<file path="config.mk">
export PLATFORM = sky130hd
export DESIGN_NAME = waterfall_scroll_ctrl_flat
export DESIGN_NICKNAME = d
export VERILOG_FILES = /design/src/rtl/waterfall_scroll_ctrl_if.sv /design/src/rtl/waterfall_scroll_ctrl.sv /design/src/flat_wrapper.sv
export SDC_FILE = /design/constraint.sdc
export NUM_CORES = 1
export LEC_CHECK = 0
export CORE_MARGIN = 2
export CORE_UTILIZATION = 50
export DETAILED_ROUTE_END_ITERATION = 16
export GPL_TIMING_DRIVEN = 0
export HOLD_SLACK_MARGIN = 0.06
export PLACE_DENSITY = 0.75
export SYNTH_ARGS = -nofsm -noshare
export SYNTH_HDL_FRONTEND = slang
export SYNTH_SLANG_ARGS = --single-unit
</file>
<file path="constraint.sdc">
create_clock -name clk -period 2.93 [get_ports clk]
set_input_delay 0.7325 -clock clk [delete_from_list [all_inputs] [get_ports clk]]
set_output_delay 0.7325 -clock clk [all_outputs]
set_load 0.005 [all_outputs]
</file>
<file path="src/rtl/waterfall_scroll_ctrl_if.sv">
// Memory-side bus of the waterfall scroll controller: bin BRAM read port and
// single-port frame-buffer write/read address port.
interface waterfall_scroll_ctrl_if #(
  parameter int PIX_W  = 8,
  parameter int BIN_AW = 9,
  parameter int FB_AW  = 17
) ();
  logic              bin_re;
  logic [BIN_AW-1:0] bin_addr;
  logic [PIX_W-1:0]  bin_rdata;
  logic [FB_AW-1:0]  fb_addr;
  logic [PIX_W-1:0]  fb_wdata;
  logic              fb_we;

  modport master (
    output bin_re, bin_addr, fb_addr, fb_wdata, fb_we,
    input  bin_rdata
  );

  modport slave (
    input  bin_re, bin_addr, fb_addr, fb_wdata, fb_we,
    output bin_rdata
  );
endinterface

</file>
<file path="src/rtl/waterfall_scroll_ctrl.sv">
// Scrolling waterfall frame-buffer controller: clear, scrolled video readout and
// per-frame line copy from the bin BRAM. Optional macro WATERFALL_DIR_EN adds dir.
module waterfall_scroll_ctrl #(
  parameter int H_VISIBLE = 320,
  parameter int V_VISIBLE = 240,
  parameter int BINS      = 320,
  parameter int PIX_W     = 8,
  parameter int X_W       = 9,
  parameter int Y_W       = 8,
  parameter int BIN_AW    = 9,
  parameter int FB_AW     = 17,
  parameter int DIV_W     = 4
) (
  input  logic             clk,
  input  logic             resetn,
  input  logic [X_W-1:0]   x,
  input  logic [Y_W-1:0]   y,
  input  logic             lower_blank,
  input  logic [DIV_W-1:0] scroll_div,
  input  logic             freeze,
  input  logic             clear_req,
`ifdef WATERFALL_DIR_EN
  input  logic             dir,
`endif
  output logic             clearing,
  output logic             line_done,
  waterfall_scroll_ctrl_if.master mem
);

  localparam int K_W = $clog2(H_VISIBLE + 1);

  localparam logic [FB_AW-1:0] CLR_LAST = FB_AW'(H_VISIBLE * V_VISIBLE - 1);
  localparam logic [FB_AW-1:0] H_FB     = FB_AW'(H_VISIBLE);
  localparam logic [Y_W:0]     V_EXT    = (Y_W + 1)'(V_VISIBLE);
  localparam logic [Y_W-1:0]   V_LAST   = Y_W'(V_VISIBLE - 1);
  localparam logic [K_W-1:0]   K_LAST   = K_W'(H_VISIBLE);
  localparam logic [K_W-1:0]   K_BINS   = K_W'(BINS);

  localparam logic [1:0] ST_CLEAR = 2'd0;
  localparam logic [1:0] ST_VIDEO = 2'd1;
  localparam logic [1:0] ST_LINE  = 2'd2;
  localparam logic [1:0] ST_WAIT  = 2'd3;

  logic [1:0]        r_state;
  logic [Y_W-1:0]    r_offset;
  logic [DIV_W-1:0]  r_cnt;
  logic [FB_AW-1:0]  r_clr_addr;
  logic              r_clr_pend;
  logic              r_lb_d;
  logic [K_W-1:0]    r_k;
  logic [Y_W-1:0]    r_line;
  logic              r_dir;
  logic [FB_AW-1:0]  r_line_base;
  logic [Y_W-1:0]    r_row;
  logic [X_W-1:0]    r_x_d1;
  logic [FB_AW-1:0]  r_fb_addr;
  logic              r_fb_we;
  logic              r_wr_bin;
  logic              r_bin_re;
  logic [BIN_AW-1:0] r_bin_addr;
  logic              r_line_done;

  logic [Y_W:0]      w_sum;
  logic [Y_W-1:0]    w_row;
  logic              w_lb_rise;
  logic              w_dir;
  logic [Y_W-1:0]    w_line_sel;
  logic [Y_W-1:0]    w_off_nxt;
  logic [K_W-1:0]    w_k_nxt;

`ifdef WATERFALL_DIR_EN
  assign w_dir = dir;
`else
  assign w_dir = 1'b0;
`endif

  // Scrolled row: offset is always < V_VISIBLE, so a single subtract wraps it.
  assign w_sum     = {1'b0, y} + {1'b0, r_offset};
  assign w_row     = (w_sum >= V_EXT) ? Y_W'(w_sum - V_EXT) : w_sum[Y_W-1:0];
  assign w_lb_rise = lower_blank & ~r_lb_d;

  // dir=1 writes the line above the current offset and moves the offset onto it.
  assign w_line_sel = w_dir ? ((r_offset == '0) ? V_LAST : r_offset - 1'b1) : r_offset;
  assign w_off_nxt  = r_dir ? r_line : ((r_line == V_LAST) ? '0 : r_line + 1'b1);
  assign w_k_nxt    = r_k + 1'b1;

  always_ff @(posedge clk or negedge resetn) begin
    if (!resetn) begin
      r_state     <= ST_CLEAR;
      r_offset    <= '0;
      r_cnt       <= '0;
      r_clr_addr  <= '0;
      r_clr_pend  <= 1'b0;
      r_lb_d      <= 1'b0;
      r_k         <= '0;
      r_line      <= '0;
      r_dir       <= 1'b0;
      r_line_base <= '0;
      r_row       <= '0;
      r_x_d1      <= '0;
      r_fb_addr   <= '0;
      r_fb_we     <= 1'b0;
      r_wr_bin    <= 1'b0;
      r_bin_re    <= 1'b0;
      r_bin_addr  <= '0;
      r_line_done <= 1'b0;
    end else begin
      r_lb_d      <= lower_blank;
      r_line_done <= 1'b0;
      r_row       <= w_row;
      r_x_d1      <= x;
      if (clear_req) r_clr_pend <= 1'b1;

      case (r_state)
        ST_CLEAR: begin
          r_fb_we    <= 1'b1;
          r_wr_bin   <= 1'b0;
          r_bin_re   <= 1'b0;
          r_bin_addr <= '0;
          r_fb_addr  <= r_clr_addr;
          r_clr_addr <= r_clr_addr + 1'b1;
          if (r_clr_addr == CLR_LAST) r_state <= ST_VIDEO;
        end

        ST_LINE: begin
          if (r_k == K_LAST) begin
            r_fb_we     <= 1'b0;
            r_wr_bin    <= 1'b0;
            r_bin_re    <= 1'b0;
            r_bin_addr  <= '0;
            r_offset    <= w_off_nxt;
            r_line_done <= 1'b1;
            r_state     <= ST_WAIT;
          end else begin
            // Bin read for pixel k+1 overlaps the write of pixel k.
            r_bin_re   <= (w_k_nxt < K_BINS);
            r_bin_addr <= (w_k_nxt < K_BINS) ? BIN_AW'(w_k_nxt) : '0;
            r_fb_we    <= 1'b1;
            r_fb_addr  <= r_line_base + FB_AW'(r_k);
            r_wr_bin   <= (r_k < K_BINS);
            r_k        <= w_k_nxt;
          end
        end

        default: begin
          r_fb_we    <= 1'b0;
          r_wr_bin   <= 1'b0;
          r_bin_re   <= 1'b0;
          r_bin_addr <= '0;
          r_fb_addr  <= FB_AW'(r_x_d1) + FB_AW'(r_row) * H_FB;
          if (r_state == ST_WAIT) begin
            if (!lower_blank) r_state <= ST_VIDEO;
          end else if (w_lb_rise) begin
            if (r_clr_pend) begin
              r_clr_pend <= clear_req;
              r_clr_addr <= '0;
              r_state    <= ST_CLEAR;
            end else if (!freeze && (r_cnt == scroll_div)) begin
              r_cnt       <= '0;
              r_k         <= '0;
              r_line      <= w_line_sel;
              r_dir       <= w_dir;
              r_line_base <= FB_AW'(w_line_sel) * H_FB;
              r_bin_re    <= (K_BINS != '0);
              r_bin_addr  <= '0;
              r_state     <= ST_LINE;
            end else begin
              if (!freeze) r_cnt <= r_cnt + 1'b1;
              r_state <= ST_WAIT;
            end
          end
        end
      endcase
    end
  end

  // Bin data arrives combinationally in the write cycle; everything else writes 0.
  assign mem.fb_wdata = r_wr_bin ? mem.bin_rdata : {PIX_W{1'b0}};
  assign mem.fb_we    = r_fb_we;
  assign mem.fb_addr  = r_fb_addr;
  assign mem.bin_re   = r_bin_re;
  assign mem.bin_addr = r_bin_addr;
  assign clearing     = (r_state == ST_CLEAR);
  assign line_done    = r_line_done;

endmodule
</file>
<file path="src/flat_wrapper.sv">
// flat-port wrapper written by rule: the top's interface ports become plain ports
module waterfall_scroll_ctrl_flat 
#(
  parameter int H_VISIBLE = 320,
  parameter int V_VISIBLE = 240,
  parameter int BINS      = 320,
  parameter int PIX_W     = 8,
  parameter int X_W       = 9,
  parameter int Y_W       = 8,
  parameter int BIN_AW    = 9,
  parameter int FB_AW     = 17,
  parameter int DIV_W     = 4
)
  (clk, resetn, x, y, lower_blank, scroll_div, freeze, clear_req, clearing, line_done, mem_bin_re, mem_bin_addr, mem_fb_addr, mem_fb_wdata, mem_fb_we, mem_bin_rdata);
  waterfall_scroll_ctrl_if #(.PIX_W(PIX_W), .BIN_AW(BIN_AW), .FB_AW(FB_AW)) mem_i ();
  input  logic clk;
  input  logic resetn;
  input  logic [X_W-1:0] x;
  input  logic [Y_W-1:0] y;
  input  logic lower_blank;
  input  logic [DIV_W-1:0] scroll_div;
  input  logic freeze;
  input  logic clear_req;
  output logic clearing;
  output logic line_done;
  output wire logic [$bits(mem_i.bin_re)-1:0] mem_bin_re;
  output wire logic [$bits(mem_i.bin_addr)-1:0] mem_bin_addr;
  output wire logic [$bits(mem_i.fb_addr)-1:0] mem_fb_addr;
  output wire logic [$bits(mem_i.fb_wdata)-1:0] mem_fb_wdata;
  output wire logic [$bits(mem_i.fb_we)-1:0] mem_fb_we;
  input wire logic [$bits(mem_i.bin_rdata)-1:0] mem_bin_rdata;
  assign mem_bin_re = mem_i.bin_re;
  assign mem_bin_addr = mem_i.bin_addr;
  assign mem_fb_addr = mem_i.fb_addr;
  assign mem_fb_wdata = mem_i.fb_wdata;
  assign mem_fb_we = mem_i.fb_we;
  assign mem_i.bin_rdata = mem_bin_rdata;
  waterfall_scroll_ctrl #(.H_VISIBLE(H_VISIBLE), .V_VISIBLE(V_VISIBLE), .BINS(BINS), .PIX_W(PIX_W), .X_W(X_W), .Y_W(Y_W), .BIN_AW(BIN_AW), .FB_AW(FB_AW), .DIV_W(DIV_W)) u_core (.clk(clk), .resetn(resetn), .x(x), .y(y), .lower_blank(lower_blank), .scroll_div(scroll_div), .freeze(freeze), .clear_req(clear_req), .clearing(clearing), .line_done(line_done), .mem(mem_i));
endmodule
</file>
# [Yosys cells after proc, flatten, opt, wreduce, memory -nomap -nowiden]
# Index checks and enable logic that the tools add are counted.
[word_totals] reg_bits=108 latch_bits=0 ram_bits=0 romBits=0 input_bits=34 output_inout_bits=38 elab_cells=111 n_memories=0
[op_classes] addsub=8 multipliers=2 div=0 order_cmp=3 n_eq_ne=14 shift=0 n_mux=45 n_bitwise=7 reduce_logical=15
[ops] cell="$mux W9" n=8
[ops] cell="$mux W17" n=4
[ops] cell="$pmux W17 S2" n=2
[ops] cell="$mux W8" n=3
[ops] cell="$mul A8 B3 Y11 const B" n=2
[ops] cell="$lt A9 B9 Y1 const B" n=2
[ops] cell="$pmux W9 S2" n=1
[ops] cell="$add A17 B1 Y17 const B" n=1
[ops] cell="$add A17 B9 Y17" n=1
[ops] cell="$add A9 B17 Y17" n=1
[ops] cell="$eq A17 B17 Y1 const B" n=1
[ops] cell="$mux W1" n=16
[ops] cell="$mux W2" n=6
[ops] cell="$reduce_and A5 Y1" n=2
[ops] cell="$add A8 B8 Y9" n=1
[ops] cell="$add A9 B1 Y9 const B" n=1
[ops] cell="$eq A9 B9 Y1 const B" n=1
[ops] cell="$ge A9 B8 Y1 const B" n=1
[ops] cell="$add A8 B1 Y8 const B" n=1
[ops] cell="$eq A8 B8 Y1 const B" n=1
[ops] cell="$mux W4" n=2
[ops] cell="$ne A2 B2 Y1 const B" n=4
[ops] cell="$reduce_and A4 Y1" n=2
[ops] cell="$reduce_bool A2 Y1" n=4
[ops] cell="other kinds (17)" n=26

# [Logic depth before layout (Yosys ltp)]
[depth] ltp_word=7 ltp_mapped=12 mapped_depth_nobuf=12

# [Worst setup path before layout]
# Ideal clock, no wire load.
[synth_timing] path_kind="input port to flip-flop" from="input y[0]" to="register u_core.r_row[5]" setup_time_ps=122 arrival_ps=3147 slack_ps=-339 cell_stages=12 path_buffers=0 cell_sequence="ha_1 -> inv_1 -> fa_1 -> nor2b_1 -> o22ai_1 -> xnor2_1 -> ha_1 -> or4b_1 -> a21oi_2 -> or2_2 -> a21oi_2 -> a2bb2oi_2"
[synth_via] elab_chain_cells=3 elab_cells_between_ends=4 classes_between="add/sub (2); order compare (1); mux (1)"
[synth_lines] element="from (decl)" line="flat_wrapper.sv:19" rtl="input logic [Y_W-1:0] y;"
[synth_lines] element="$add A8 B8 Y9 (*)" line="waterfall_scroll_ctrl.sv:78" rtl="assign w_sum = {1'b0, y} + {1'b0, r_offset};"
[synth_lines] element="$sub A8 B8 Y8 or $ge A9 B8 Y1 (tied branches)" line="waterfall_scroll_ctrl.sv:79" rtl="assign w_row = (w_sum >= V_EXT) ? Y_W'(w_sum - V_EXT) : w_sum[Y_W-1:0];"
[synth_lines] element="$mux W8 (*)" line="waterfall_scroll_ctrl.sv:79"
[synth_lines] element="named net u_core.w_row[5]" line="waterfall_scroll_ctrl.sv:64" rtl="logic [Y_W-1:0] w_row;"
[synth_lines] element="to (signal assigned)" line="waterfall_scroll_ctrl.sv:110" rtl="r_row <= w_row;"
[synth_lines] element="to (decl)" line="waterfall_scroll_ctrl.sv:54" rtl="logic [Y_W-1:0] r_row;"
# The timed path passes the listed nets; every way through them passes the cells marked *.
# A chain may end at the register's enable or synchronous reset.

# [Final worst setup path]
[layout_timing] from="input y[4]" to="register u_core.r_row[6]"
# Same word-level chain as after synthesis.

==> impl_metrics.yaml <==
synth:
  syn_area_um2: 6540
  synth_top_family_by_area: "simple AND/OR/NAND/NOR gates"
  yosysWarnings: 0
  yosys.cell_types.count: 77
  synth-compound-area-share_pct: 19.1
  async_reset_ff_share_pct: 100
  synthSimpleGateAreaFrac_pct: 19.2
  synth_ff_type: "dfrtp_1"
  yosysSeqAreaShare_pct: 40.6
  synth_adder_area_share_pct: 9.95
  ys_ff_latch: 106
  syn_area_per_cell_um2: 9.58
  synthXorXnorAreaFrac_pct: 5.36
  syn-num-nets: 766
  synthCells: 683
  synth.mux.area_fraction_pct: 1.87
  synth_enable_flop_cells: 0
placement:
  place.gp.congestion: 0.880
  dp.final_hpwl_mm: 12.1
  place_area_um2: 7570
  place_ws_ps: -886
  dp_cells: 927
  place.port_buffers: 71
worst_setup_path:
  timing_worst_setup_path_type: "input port to flip-flop"
  crit_slowest_cell: "or4b_4"
  critPathRequiredTime_ps: 3140
  worstPathMaxFanout: 5
  cp-start-kind: "input port"
  end_kind: "flip-flop"
  max_stage_delay_ps: 470
  worstPathArrival_ps: 3080
  cp_cell_sequence: "clkdlybuf4s50_1, ha_4, inv_1, o311ai_4, ha_2, or4b_4, a21oi_4, a21oi_1, o21ai_1, o211ai_1"
cts:
  clockBufferDepth: 2
  h-tree-depth: 3
  cts_root_buffer: "clkbuf_16"
  clock-sinks: 106
  cts_tree: "built"
  cts_buffers: 9
  cts.clk_slew.worst_paths_ps: 70
  hold_buffers: 0
  clock_latency_ps: 360
die:
  start_util_pct: 51.4
  core_um2: 12700
  chipWidth_um: 118
  ios: 72
  die_area_um2: 14000
  num_rows: 41
  dieHeight_um: 118
sta:
  fmax_mhz: 348
  fin_skew_ps: 8.51
  period_share_pct: 98.1
  hold_violations: 0
  rsz0062_at_grt: "true"
  worst_pin_slew_ps: 691
  fin_tns_setup_ps: 0
  min_period_ps: 2870
  setup_ws_ps: 56.2
  setup_viol_count_final: 0
  slew_headroom_pct: 54.0
  finalMaxSlewViolations: 0
finish:
  nets: 859
  stdcell_count: 953
  drive_gt1_share_pct: 13.4
  n_antenna_cell: 0
  final_area_um2: 8040
  areaGrowthSynthToFinish_pct: 22.8
pwr:
  cellLeakagePower_nw: 3.48
  p_per_area_nw_per_um2: 385
  vdd_drop_max_uv: 307
drt:
  drc_errors: 0
  routed_wl_mm: 16.4
  antenna_left: 0
  vias: 5457
  drt-initial-drc-count: 371
  routed_via_density: 5.73
  wl_per_cell_um: 17.2
  first_pass_iters: 5
global_route:
  grt_overflow: 0
  grt_pass1_wl_mm: 27.3
  track_usage_pct: 24.1
  antenna_found_initial: 0
  grt_max_degree: 68
  grt_pass1_vias: 5544
flow_run:
  cap_violations: 0
status:
  status: "finished, final reports clean"
worst_hold_path:
  min_path_type: "input port to asynchronous set/reset pin"
==> cells by family after synthesis <==
family | count (synthesis)
and+or+nand+nor | 252
adders and majority gates | 49
AOI/OAI and AO/OA | 177
buffers and inverters | 47
DFF | 106
muxes | 12
xor gates and xnor gates | 40
==> stage by stage <==
step	power (mW)	hold slack, ps	utilization [%]
finish	3.10	352	63.2
CTS	3.10	367	62.8
global route	3.22	387	63.2
global placement	1.89	470	59.3
floorplan	1.76	437	-
detailed placement	1.91	472	59.5
==> layer usage <==
layer / GRT usage [%] / vias up / share of wire (%)
met4: 7.81 / 0 / 2.0
met1: 30.9 / 2640 / 43
met3: 5.26 / 27 / 4.9
met2: 40.6 / 160 / 50
met5: 0 / - / 0
li1: - / 2630 / -
==> synth_stat cells (all sizes together) (6+ instances only) <==
cell / instances / share of area (%)
a211oi: 13 / 1.6
a21o: 8 / 0.92
a21oi: 31 / 2.5
a221o: 9 / 1.4
and2: 12 / 1.1
and3: 10 / 1.1
buf: 20 / 2.3
clkbuf: 9 / 0.54
dfrtp: 106 / 41
ha: 44 / 8.4
inv: 17 / 1.1
mux2i: 10 / 1.5
nand2: 89 / 5.1
nand2b: 9 / 0.90
nand3: 20 / 1.6
nand4: 11 / 1.1
nor2: 58 / 3.4
nor2b: 7 / 0.67
nor3: 6 / 0.46
o211ai: 7 / 0.80
o21ai: 70 / 5.7
o31ai: 7 / 1.0
or2: 7 / 0.71
xnor2: 29 / 3.9
xor2: 11 / 1.5
==> worst paths after layout <==
path	from	endpoint	slack (ps)	cells past startpoint
worst max-delay path	y[4]	u_core.r_row[6]	60	10
worst min-delay path	resetn	u_core.r_cnt[3]	350	1
worst max register to register	u_core.r_offset[0]	u_core.r_row[6]	110	12
worst min register to register	u_core.r_x_d1[3]	u_core.mem.fb_addr[3]	490	1
max in group asynchronous	resetn	u_core.r_line[3]	1860	2
min in group clk	u_core.r_x_d1[3]	u_core.mem.fb_addr[3]	490	1
==> cells in the final DEF, fill, tap and decap left out, types with 9 or more instances in the layout <==
cell type	instances
o21ai_0	48
o21ai_1	15
mux2i_1	10
nand3_1	19
inv_1	15
xnor2_1	28
a21oi_1	29
a211oi_1	10
a221o_1	9
clkbuf_16	9
nor2_1	57
dfrtp_1	106
and2_1	12
nand4_1	11
ha_1	37
clkdlybuf4s50_1	65
buf_4	16
nand2_1	89
xor2_1	10
==> power by group <==
group | internal (mW) | switching (mW) | total, mW
Combinational | 0.200 | 0.224 | 0.425
Clock | 0.626 | 0.559 | 1.19
Sequential | 1.48 | 0.00981 | 1.49
Total | 2.30 | 0.792 | 3.10
==> flip-flops by register name (all words and copies together) (netlist names), named ones only <==
signal	count
u_core.mem.fb_addr	17
u_core.r_clr_addr	17
u_core.mem.bin_addr	9
u_core.r_k	9
u_core.r_line_base	9
u_core.r_x_d1	9
u_core.r_line	8
u_core.r_offset	8
u_core.r_row	8
u_core.r_cnt	4
u_core.line_done	1
u_core.mem.bin_re	1
u_core.mem.fb_we	1
u_core.r_clr_pend	1
u_core.r_lb_d	1
u_core.r_state	1
u_core.r_wr_bin	1
==> timing repair <==
item / 4_1_cts / 5_1_grt
endpoints found under the setup margin: 4 / 6
gates resized for setup: 19 / 9
pin swaps: 9 / 8
setup buffers: 7 / 5
==> critical path, delay by kind of cell <==
kind	cells	cell delay, ps
AO/OA/AOI/OAI	5	810
buffers and inverters	2	510
adder cells (fa/ha/maj)	2	560
AND/OR/NAND/NOR	1	470
==> final cells by class <==
class	count	area, um^2
Fill cell	1074	4690
Multi-Input combinational cell	530	3800
Sequential cell	106	2650
Timing Repair Buffer	84	816
Clock buffer	11	253
Tap cell	172	215
Buffer	27	184
Inverter	18	75.1
Clock inverter	5	37.5
Note: power is estimated with default switching activity, not from simulation.
